### config.mk
export PLATFORM = sky130hd
export DESIGN_NAME = sprite_plotter_flat
export DESIGN_NICKNAME = d
export VERILOG_FILES = /design/src/rtl/sprite_pkg.sv /design/src/rtl/sprite_plotter_if.sv /design/src/rtl/sprite_pixel_gen.sv /design/src/rtl/sprite_plotter.sv /design/src/flat_wrapper.sv
export SDC_FILE = /design/constraint.sdc
export NUM_CORES = 1
export LEC_CHECK = 0
export CORE_ASPECT_RATIO = 1.25
export CORE_UTILIZATION = 51
export DETAILED_ROUTE_END_ITERATION = 8
export GPL_ROUTABILITY_DRIVEN = 0
export GPL_TIMING_DRIVEN = 0
export PLACE_DENSITY = 0.88
export SLEW_MARGIN = 20
export SYNTH_ARGS = -nofsm -noshare
export SYNTH_HDL_FRONTEND = slang
export SYNTH_HIERARCHICAL = 1
export SYNTH_SLANG_ARGS = --single-unit
### constraint.sdc
create_clock -name clock -period 4.45 [get_ports clock]
set_input_delay 1.335 -clock clock [delete_from_list [all_inputs] [get_ports clock]]
set_output_delay 1.335 -clock clock [all_outputs]
set_load 0.1 [all_outputs]
### src/rtl/sprite_pkg.sv
// Shared state encoding and sprite offset tables for the sprite plotter.
// A sprite is 7 body pixels followed by 3 wing pixels whose set depends on the flap bit.
package sprite_pkg;

    typedef enum logic [2:0] {
        S_IDLE,
        S_ERASE,
        S_DRAW,
        S_NEXT,
        S_FIN
    } state_t;

    localparam int SPRITE_PIXELS = 10;
    localparam int BODY_PIXELS   = 7;
    localparam int WING_PIXELS   = 3;
    localparam logic [3:0] LAST_PIX = 4'(SPRITE_PIXELS - 1);

    localparam logic signed [3:0] BODY_DX [BODY_PIXELS] =
        '{4'sd0, 4'sd0, -4'sd1, -4'sd2, -4'sd3, -4'sd4, -4'sd5};
    localparam logic signed [3:0] BODY_DY [BODY_PIXELS] =
        '{4'sd0, 4'sd1, 4'sd0, 4'sd0, 4'sd0, 4'sd0, 4'sd0};

    localparam logic signed [3:0] WUP_DX [WING_PIXELS] = '{-4'sd3, -4'sd4, -4'sd5};
    localparam logic signed [3:0] WUP_DY [WING_PIXELS] = '{4'sd1, 4'sd2, 4'sd3};
    localparam logic signed [3:0] WDN_DX [WING_PIXELS] = '{-4'sd3, -4'sd4, -4'sd5};
    localparam logic signed [3:0] WDN_DY [WING_PIXELS] = '{-4'sd1, -4'sd2, -4'sd3};

endpackage

### src/rtl/sprite_plotter_if.sv
// Frame request inputs and VGA pixel-write outputs of the sprite plotter.
interface sprite_plotter_if #(
    parameter int N_BIRDS = 4
);
    logic                   start;
    logic [8*N_BIRDS-1:0]   bird_x;
    logic [7*N_BIRDS-1:0]   bird_y;
    logic [N_BIRDS-1:0]     bird_en;
    logic [3*N_BIRDS-1:0]   bird_colour;
    logic [7:0]             x;
    logic [6:0]             y;
    logic [2:0]             colour;
    logic                   plot;
    logic                   busy;
    logic                   done;

    modport master (
        output start, bird_x, bird_y, bird_en, bird_colour,
        input  x, y, colour, plot, busy, done
    );

    modport slave (
        input  start, bird_x, bird_y, bird_en, bird_colour,
        output x, y, colour, plot, busy, done
    );
endinterface

### src/rtl/sprite_pixel_gen.sv
// Combinational offset lookup for one sprite pixel plus screen clipping.
// Arithmetic is widened and signed so off-screen results never wrap into view.
module sprite_pixel_gen
    import sprite_pkg::*;
#(
    parameter int X_MAX = 159,
    parameter int Y_MAX = 119
) (
    input  logic [7:0] anchor_x_i,
    input  logic [6:0] anchor_y_i,
    input  logic [3:0] pix_i,
    input  logic       flap_i,
    output logic [7:0] x_o,
    output logic [6:0] y_o,
    output logic       in_bounds_o
);
    logic signed [3:0] dx, dy;
    logic        [1:0] widx;
    logic signed [8:0] sx;
    logic signed [7:0] sy;

    always_comb begin
        widx = 2'(pix_i - 4'd7);
        if (pix_i < 4'(BODY_PIXELS)) begin
            dx = BODY_DX[pix_i[2:0]];
            dy = BODY_DY[pix_i[2:0]];
        end else if (flap_i) begin
            dx = WDN_DX[widx];
            dy = WDN_DY[widx];
        end else begin
            dx = WUP_DX[widx];
            dy = WUP_DY[widx];
        end
        sx = $signed({1'b0, anchor_x_i}) + 9'(dx);
        sy = $signed({1'b0, anchor_y_i}) + 8'(dy);
    end

    assign in_bounds_o = (sx >= 9'sd0) && (sx <= 9'(X_MAX)) &&
                         (sy >= 8'sd0) && (sy <= 8'(Y_MAX));
    assign x_o = sx[7:0];
    assign y_o = sy[6:0];
endmodule

### src/rtl/sprite_plotter.sv
// Redraws up to N_BIRDS bird sprites per frame: erase old position, draw new, per slot.
// Every slot takes a fixed 21 cycles so the frame length never depends on the enables.
module sprite_plotter
    import sprite_pkg::*;
#(
    parameter int         N_BIRDS   = 4,
    parameter int         X_MAX     = 159,
    parameter int         Y_MAX     = 119,
    parameter logic [2:0] BG_COLOUR = 3'b000
) (
    input  logic             clock,
    input  logic             resetn,
    sprite_plotter_if.slave  bus
);
    localparam int SW = (N_BIRDS > 1) ? $clog2(N_BIRDS) : 1;
    localparam logic [SW-1:0] LAST_SLOT = SW'(N_BIRDS - 1);

    state_t state_q, state_d;
    logic [SW-1:0] slot_q;
    logic [3:0]    pix_q;
    logic          flap_q;

    logic [N_BIRDS-1:0][7:0] lx_q, px_q;
    logic [N_BIRDS-1:0][6:0] ly_q, py_q;
    logic [N_BIRDS-1:0][2:0] lcol_q;
    logic [N_BIRDS-1:0]      len_q, pv_q;

    logic [7:0] x_q, ax, gx;
    logic [6:0] y_q, ay, gy;
    logic [2:0] colour_q, colour_d;
    logic       plot_q, plot_d, erase, gflap, in_b;

    always_ff @(posedge clock or negedge resetn) begin
        if (!resetn) state_q <= S_IDLE;
        else         state_q <= state_d;
    end

    always_comb begin
        state_d = state_q;
        case (state_q)
            S_IDLE:  if (bus.start) state_d = S_ERASE;
            S_ERASE: if (pix_q == LAST_PIX) state_d = S_DRAW;
            S_DRAW:  if (pix_q == LAST_PIX) state_d = S_NEXT;
            S_NEXT:  state_d = (slot_q == LAST_SLOT) ? S_FIN : S_ERASE;
            S_FIN:   state_d = S_IDLE;
            default: state_d = S_IDLE;
        endcase
    end

    // Erase replays the previous frame's sprite, so it uses the opposite flap.
    assign erase    = (state_q == S_ERASE);
    assign ax       = erase ? px_q[slot_q] : lx_q[slot_q];
    assign ay       = erase ? py_q[slot_q] : ly_q[slot_q];
    assign gflap    = erase ? ~flap_q : flap_q;
    assign colour_d = erase ? BG_COLOUR : lcol_q[slot_q];
    assign plot_d   = in_b & ((erase & pv_q[slot_q]) |
                              ((state_q == S_DRAW) & len_q[slot_q]));

    sprite_pixel_gen #(.X_MAX(X_MAX), .Y_MAX(Y_MAX)) u_gen (
        .anchor_x_i  (ax),
        .anchor_y_i  (ay),
        .pix_i       (pix_q),
        .flap_i      (gflap),
        .x_o         (gx),
        .y_o         (gy),
        .in_bounds_o (in_b)
    );

    always_ff @(posedge clock or negedge resetn) begin
        if (!resetn) begin
            slot_q   <= '0;
            pix_q    <= '0;
            flap_q   <= 1'b0;
            lx_q     <= '0;
            ly_q     <= '0;
            lcol_q   <= '0;
            len_q    <= '0;
            px_q     <= '0;
            py_q     <= '0;
            pv_q     <= '0;
            x_q      <= '0;
            y_q      <= '0;
            colour_q <= '0;
            plot_q   <= 1'b0;
        end else begin
            plot_q <= plot_d;
            if (plot_d) begin
                x_q      <= gx;
                y_q      <= gy;
                colour_q <= colour_d;
            end
            case (state_q)
                S_IDLE: if (bus.start) begin
                    lx_q   <= bus.bird_x;
                    ly_q   <= bus.bird_y;
                    len_q  <= bus.bird_en;
                    lcol_q <= bus.bird_colour;
                    slot_q <= '0;
                    pix_q  <= '0;
                end
                S_ERASE, S_DRAW: pix_q <= (pix_q == LAST_PIX) ? 4'd0 : pix_q + 4'd1;
                S_NEXT: begin
                    px_q[slot_q] <= lx_q[slot_q];
                    py_q[slot_q] <= ly_q[slot_q];
                    pv_q[slot_q] <= len_q[slot_q];
                    if (slot_q != LAST_SLOT) slot_q <= slot_q + SW'(1);
                end
                S_FIN: flap_q <= ~flap_q;
                default: ;
            endcase
        end
    end

    assign bus.x      = x_q;
    assign bus.y      = y_q;
    assign bus.colour = colour_q;
    assign bus.plot   = plot_q;
    assign bus.busy   = (state_q != S_IDLE);
    assign bus.done   = (state_q == S_FIN);
endmodule

### src/flat_wrapper.sv
// flat-port wrapper written by rule: the top's interface ports become plain ports
module sprite_plotter_flat import sprite_pkg::*;
#(
    parameter int         N_BIRDS   = 4,
    parameter int         X_MAX     = 159,
    parameter int         Y_MAX     = 119,
    parameter logic [2:0] BG_COLOUR = 3'b000
)
  (clock, resetn, bus_start, bus_bird_x, bus_bird_y, bus_bird_en, bus_bird_colour, bus_x, bus_y, bus_colour, bus_plot, bus_busy, bus_done);
  sprite_plotter_if #(.N_BIRDS(N_BIRDS)) bus_i ();
  input  logic clock;
  input  logic resetn;
  input wire logic [$bits(bus_i.start)-1:0] bus_start;
  input wire logic [$bits(bus_i.bird_x)-1:0] bus_bird_x;
  input wire logic [$bits(bus_i.bird_y)-1:0] bus_bird_y;
  input wire logic [$bits(bus_i.bird_en)-1:0] bus_bird_en;
  input wire logic [$bits(bus_i.bird_colour)-1:0] bus_bird_colour;
  output wire logic [$bits(bus_i.x)-1:0] bus_x;
  output wire logic [$bits(bus_i.y)-1:0] bus_y;
  output wire logic [$bits(bus_i.colour)-1:0] bus_colour;
  output wire logic [$bits(bus_i.plot)-1:0] bus_plot;
  output wire logic [$bits(bus_i.busy)-1:0] bus_busy;
  output wire logic [$bits(bus_i.done)-1:0] bus_done;
  assign bus_i.start = bus_start;
  assign bus_i.bird_x = bus_bird_x;
  assign bus_i.bird_y = bus_bird_y;
  assign bus_i.bird_en = bus_bird_en;
  assign bus_i.bird_colour = bus_bird_colour;
  assign bus_x = bus_i.x;
  assign bus_y = bus_i.y;
  assign bus_colour = bus_i.colour;
  assign bus_plot = bus_i.plot;
  assign bus_busy = bus_i.busy;
  assign bus_done = bus_i.done;
  sprite_plotter #(.N_BIRDS(N_BIRDS), .X_MAX(X_MAX), .Y_MAX(Y_MAX), .BG_COLOUR(BG_COLOUR)) u_core (.clock(clock), .resetn(resetn), .bus(bus_i));
endmodule
==> results of run 1 <==
[power by group through the flow]
stage | clock network, mW | registers [mW] | logic (mW)
6_report | 1.48 | 1.69 | 0.806
4_1_cts | 1.50 | 1.69 | 0.804
2_1_floorplan | 0 | 2.09 | 0.160
3_5_place_dp | 0 | 1.72 | 0.787
5_1_grt | 1.58 | 1.71 | 0.843
3_3_place_gp | 0 | 1.72 | 0.771
[sequential cells by signal, indices dropped and copies added, names as in the netlist]
register	flops
u_core/len_q	4
u_core/pv_q	4
u_core/py_q	28
u_core/state_q	3
u_core/lcol_q	12
u_core/pix_q	4
u_core/bus.colour	3
u_core/flap_q	1
u_core/bus.y	7
u_core/px_q	32
u_core/lx_q	32
u_core/ly_q	28
u_core/bus.plot	1
u_core/slot_q	2
u_core/bus.x	8
[routing by layer]
layer  track usage (%)  up-vias  share of wire (%)  wire length (um)
met5                 0        -                  0                 0
met4             12.72        0                3.7               731
met3             4.748       44                4.0               800
met2             41.95      175                 53             10590
met1             30.35     2831                 39              7870
li1                  -     2449                  -                 -
[worst reg2reg max path: cells and delay by family (launching register included)]
kind / cells / cell delay, ns
buf+inv: 4 / 0.54
compound gates: 6 / 1.40
mux: 3 / 1.17
simple gates: 2 / 0.35
flops: 1 / 0.40
fa+ha+maj: 2 / 0.52
[layout make-up]
type / count / area [um^2] / area share [%]
multi-input combinational: 357 / 4151 / 37.93
clock inverter: 12 / 138.9 / 1.269
buffer: 27 / 260.3 / 2.378
clock buffer: 20 / 456.7 / 4.172
tap: 216 / 270.3 / 2.469
timing repair buffer: 144 / 1365 / 12.47
inverter: 19 / 71.32 / 0.6516
sequential: 169 / 4229 / 38.64
antenna: 1 / 2.502 / 0.02286
[synth_stat cells, types with 6 or more instances]
master   count
mux2_2     160
dfrtp_1    169
xnor2_1      9
inv_1       19
mux2_4      13
nor3_1       7
nor2_1      10
mux4_2      35
a21o_1       6
o21ai_0     13
buf_2       14
ha_1        29
a21oi_1     14
nand2_1     14
[final timing paths]
kind / endpoint
hold reg to reg: u_core/bus.colour[2]$_DFFE_PN0P_
max in group asynchronous: u_core/lx_q[16]$_DFFE_PN0P_
setup / recovery: u_core/bus.x[2]$_DFFE_PN0P_
hold / removal: u_core/bus.colour[2]$_DFFE_PN0P_
min in group asynchronous: u_core/py_q[2]$_DFFE_PN0P_
setup reg to reg: u_core/bus.x[2]$_DFFE_PN0P_
[repair_timing]
action,in CTS,in global routing
pin swaps,7,10
gates cloned,1,0
gates resized for setup,43,19
endpoints found under the setup margin,19,17
hold buffers,0,0
hold endpoints to repair,0,0
setup buffers,19,25
[metrics by stage]
stage                     power, mW  setup TNS, ns  std cells
after detailed placement      2.510         -18.54        888
after global routing          4.125         -1.013        965
after global placement        2.486        -733.92        887
after CTS                     4.001              0        940
final                         3.981        -0.1882        965
after floorplan               2.253              0        572
[cell families after synthesis]
logic type / Yosys count
muxes: 209
adders and majority gates: 31
and+or+nand+nor: 52
buffers and inverters: 46
xor gates and xnor gates: 14
DFF: 169
AOI/OAI and AO/OA: 51
==> impl_metrics.yaml, run 1 <==
status:
  status: "complete, but fails checks"
  violations: "setup timing"
clock_tree:
  clk_path_buf_depth: 2
  path_clk_slew_ns: 0.06
  htree_levels: 4
  tritoncts: "done"
  cts-root-buf: "clkbuf_16"
  cts.sinks: 169
  cts_buffers: 17
  insertion_delay_ns: 0.43
timing:
  slew_headroom_pct: 34.93
  fmax_ghz: 0.2230
  worst_slew_pin_slew_ns: 0.9730
  rsz0062_at_grt: "yes"
  slew_viol_final: 0
  min_period_ns: 4.484
  period_share_pct: 100.8
  setup_viol: 7
  hold_viol: 0
  holdWs_ns: 0.4961
  worst_clock_skew_ns: 0.006992
  fin_ws_ns: -0.03445
worst_setup_path:
  r2r-start: "u_core/slot_q[0]$_DFFE_PN0P_"
  r2r_setup_slack_ns: -0.03
  cp_max_fo: 6
  worstPathCellList: "buf_12 -> buf_12 -> mux4_2 -> mux2_4 -> ha_4 -> fa_2 -> a21o_1 -> a21o_1 -> a2111o_1 -> o311ai_4 -> a41oi_2 -> and3_4 -> nor4bb_4 -> a22oi_4 -> buf_6 -> buf_12 -> mux2_4"
  slowest_delay_ns: 0.54
  crit_type: "reg2reg"
  critPathLaunch: "u_core/slot_q[0]$_DFFE_PN0P_"
  r2r_cells: 17
  cp.depth: 17
  cp-start-kind: "flop"
  critPathCaptureType: "flop"
  crit_top_cell: "buf_12"
  cp_num_buf_inv: 4
  cpMaxStageDelayCell: "mux4_2"
  crit_family: "compound AO/OA/AOI/OAI gates"
  arrival_ns: 4.80
  crit_required_ns: 4.77
synth:
  synth_top_family_by_area: "multiplexers"
  ys.flop_type: "dfrtp_1"
  synth_adder_area_share_pct: 4.782
  synth_xor_area_share_pct: 1.456
  synth.distinct_cells: 46
  yosysSeqAreaShare_pct: 50.20
  syn-num-nets: 682
  muxShareOfSynthArea_pct: 33.18
  syn_avg_cell_area_um2: 14.73
  syn_inst: 572
  synth_area_leaders: "dfrtp_1 50%, mux2_2 21%, mux4_2 9.4%"
  async_flop_share_pct: 100.0
  synth_top_area_share_pct: 50.20
  ys_warn_count: 6
  yosys.area_share.simple_pct: 3.178
  netlist_area_um2: 8424
  yosysTopAreaCell: "dfrtp_1"
  synth-compound-area-share_pct: 4.173
  ys_ff_latch: 169
  synth_edf_count: 0
layout:
  final_cell_mix: "169 x dfrtp_1, 157 x mux2_2, 98 x clkdlybuf4s50_1"
  stdcell_area_um2: 10950
  final_common_cell: "dfrtp_1"
  syn_to_final_growth_pct: 29.93
  nFillCells: 1059
  nNetsFinal: 845
  drive_gt1_share_pct: 45.05
  final_util_pct: 67.56
pwr:
  powerDensity_nw_per_um2: 363.7
  clock_power_share_pct: 37.2
  p_leak_nw: 5.153
  ir_worst_vdd_mv: 0.2126
  p_int_mw: 2.785
  p_seq_share_pct: 42.6
  power.switching_mw: 1.196
  power_frac_comb_pct: 20.3
  p_sw_share_pct: 30.04
drt:
  wl_per_cell_um: 20.72
  num_vias: 5499
  drt-total-wl_um: 19990
  via_per_inst: 5.698
  first_pass_iters: 4
  drc: 0
  postRouteAntennaNets: 0
  drt_iter0_drc: 282
global_routing:
  grt_util_all_layers_pct: 24.98
  antenna_found_initial: 1
  grt_pass1_wl_um: 31390
  grt_pass1_vias: 5977
  overflow: 0
  grt_max_degree: 110
place:
  port_buffers: 99
  place_area_um2: 9723
  place_hpwl_um: 13020
  pre_cts_ws_ns: -1.046
floorplan:
  die_h_um: 145.7
  num_io_pins: 100
  core_um2: 16200
  initial_utilization_pct: 52.00
  fp-row-count: 52
  die_area_um2: 17040
  dieWidth_um: 117.0
min_path:
  hp-class: "reg2reg"
  hp-start: "u_core/bus.colour[2]$_DFFE_PN0P_"
  hold_depth: 2
flow_run:
  drv_cap: 0
Power figures use the tool's default switching activity.
==> inputs of run 2 (changes only) <==
Settings changed: SETUP_SLACK_MARGIN from default to 0.2.
==> impl_metrics.yaml, run 2 (synthesis results as in run 1) <==
clock_tree:
  clk_path_buf_depth: 2
  cts-root-buf: "clkbuf_16"
  insertion_delay_ns: 0.43
  path_clk_slew_ns: 0.07
  tritoncts: "done"
  htree_levels: 4
  cts_buffers: 17
  cts.sinks: 169
floorplan:
  fp-row-count: 52
  die_area_um2: 17040
  num_io_pins: 100
  core_um2: 16200
  initial_utilization_pct: 52.00
  die_h_um: 145.7
  dieWidth_um: 117.0
layout:
  stdcell_area_um2: 11000
  drive_gt1_share_pct: 44.80
  reg_top3: "u_core/lx_q x32, u_core/px_q x32"
  syn_to_final_growth_pct: 30.57
  layoutNonFillerInstCount: 957
  nNetsFinal: 838
  final_cell_mix: "168 x dfrtp_1, 154 x mux2_2, 98 x clkdlybuf4s50_1"
  n_antenna_cell: 0
  final_common_cell: "dfrtp_1"
drt:
  drt_iter0_drc: 236
  postRouteAntennaNets: 0
  num_vias: 5434
  wl_per_cell_um: 20.38
  drt-total-wl_um: 19500
  drc: 0
  via_per_inst: 5.678
  first_pass_iters: 5
worst_setup_path:
  crit_type: "reg2reg"
  crit_required_ns: 4.77
  arrival_ns: 4.79
  cpMaxStageDelayCell: "mux4_2"
  crit_top_cell: "buf_12"
  critPathCaptureType: "flop"
  worstPathCellList: "buf_12 -> buf_12 -> mux4_2 -> mux2_4 -> ha_4 -> fa_2 -> a21o_1 -> a21o_1 -> a2111o_1 -> o311ai_4 -> a41oi_2 -> and3_4 -> nor4bb_4 -> a22oi_4 -> buf_6 -> buf_12 -> mux2_4"
  cp_max_fo: 5
  slowest_delay_ns: 0.56
  cp-start-kind: "flop"
global_routing:
  antenna_found_initial: 0
  grt_util_all_layers_pct: 24.88
  grt_max_degree: 98
  overflow: 0
  grt_pass1_wl_um: 31430
  grt_pass1_vias: 6054
pwr:
  power.switching_mw: 1.227
  ir_worst_vdd_mv: 0.2704
  p_sw_share_pct: 30.72
  power_frac_comb_pct: 20.4
  p_int_mw: 2.768
  clock_power_share_pct: 37.2
  p_leak_nw: 5.147
  p_seq_share_pct: 42.4
  powerDensity_nw_per_um2: 363.2
timing:
  hold_viol: 0
  slew_headroom_pct: 35.04
  min_period_ns: 4.474
  slew_viol_final: 0
  worst_clock_skew_ns: 0.005799
  fin_ws_ns: -0.02366
  setup_viol: 11
  holdWs_ns: 0.5014
  worst_slew_pin_slew_ns: 0.9713
  period_share_pct: 100.5
  fmax_ghz: 0.2235
  rsz0062_at_grt: "yes"
  fin_tns_setup_ns: -0.1892
place:
  port_buffers: 99
  place_area_um2: 9754
  dp.cells: 888
  place_hpwl_um: 13230
status:
  violations: "setup timing"
  status: "complete, but fails checks"
flow_run:
  drv_cap: 0
min_path:
  hp-class: "reg2reg"
## run 2: changes by cell type in the layout (fill, tap and decap cells not counted), moves of 3 or more
cell,delta
buf_4,-15
buf_8,+3
clkbuf_4,+3
mux2_2,-3
mux2_4,+3
o21ai_1,+3
## run 2: metal layers
metal	up-vias	global-route usage, %	share of wire [%]
li1	2434	-	-
met1	2815	29.86	39
met2	142	42.81	54
met3	43	4.998	3.4
met4	0	10.95	3.4
met5	-	0	0
## run 2: worst paths after layout
path,start,endpoint,slack (ns),depth (start not counted)
worst max register to register,u_core/slot_q[0]$_DFFE_PN0P_,u_core/bus.y[1]$_DFFE_PN0P_,-0.02,17
min in group asynchronous,resetn,u_core/py_q[2]$_DFFE_PN0P_,0.87,1
worst min-delay path,u_core/bus.colour[1]$_DFFE_PN0P_,u_core/bus.colour[1]$_DFFE_PN0P_,0.50,2
max in group asynchronous,resetn,u_core/lx_q[2]$_DFFE_PN0P_,2.73,2
worst min register to register,u_core/bus.colour[1]$_DFFE_PN0P_,u_core/bus.colour[1]$_DFFE_PN0P_,0.50,2
worst max-delay path,u_core/slot_q[0]$_DFFE_PN0P_,u_core/bus.y[1]$_DFFE_PN0P_,-0.02,17
## run 2: what timing repair did
action,CTS,global route
pin swaps,9,8
endpoints found under the hold margin,0,0
hold buffers,0,0
setup endpoints to repair,19,19
resized for setup,44,26
buffers inserted,20,16
gates cloned,1,0
## run 2: final cells by class
cell class / instances / area [um^2]
Buffer: 27 / 276.5
Clock buffer: 18 / 429.2
Clock inverter: 14 / 162.7
Fill cell: 1049 / 5201
Inverter: 19 / 71.32
Multi-Input combinational cell: 357 / 4187
Sequential cell: 169 / 4230
Tap cell: 216 / 270.3
Timing Repair Buffer: 137 / 1373
## run 2: stage by stage
step / worst slack (ns) / power, mW / util [%]
2_1_floorplan: 0.2019 / 2.253 / -
3_3_place_gp: -4.288 / 2.487 / 60.01
3_5_place_dp: -0.8500 / 2.509 / 60.21
4_1_cts: 0.006007 / 4.018 / 66.48
5_1_grt: -0.1286 / 4.136 / 67.89
6_report: -0.02366 / 3.995 / 67.89
## run 2: worst max-delay path, delay by kind of cell (launching register included)
kind	cells	cell delay [ns]
and+or+nand+nor	2	0.38
AOI/OAI and AO/OA	6	1.32
DFF	1	0.42
muxes	3	1.17
buffers and inverters	4	0.54
adders and majority gates	2	0.51
## run 2: power groups by stage
stage | Clock, mW | Combinational [mW] | Sequential, mW
2_1_floorplan | 0 | 0.160 | 2.09
3_3_place_gp | 0 | 0.772 | 1.72
3_5_place_dp | 0 | 0.786 | 1.72
4_1_cts | 1.51 | 0.811 | 1.70
5_1_grt | 1.58 | 0.853 | 1.71
6_report | 1.49 | 0.815 | 1.69
==> inputs of run 3 (changes only) <==
Settings changed: ABC_AREA from default to 0, ABC_CLOCK_PERIOD_IN_PS from default to 4450.
==> results of run 3 <==
Same layout as run 2: the final DEF is identical, and so are final timing and power.
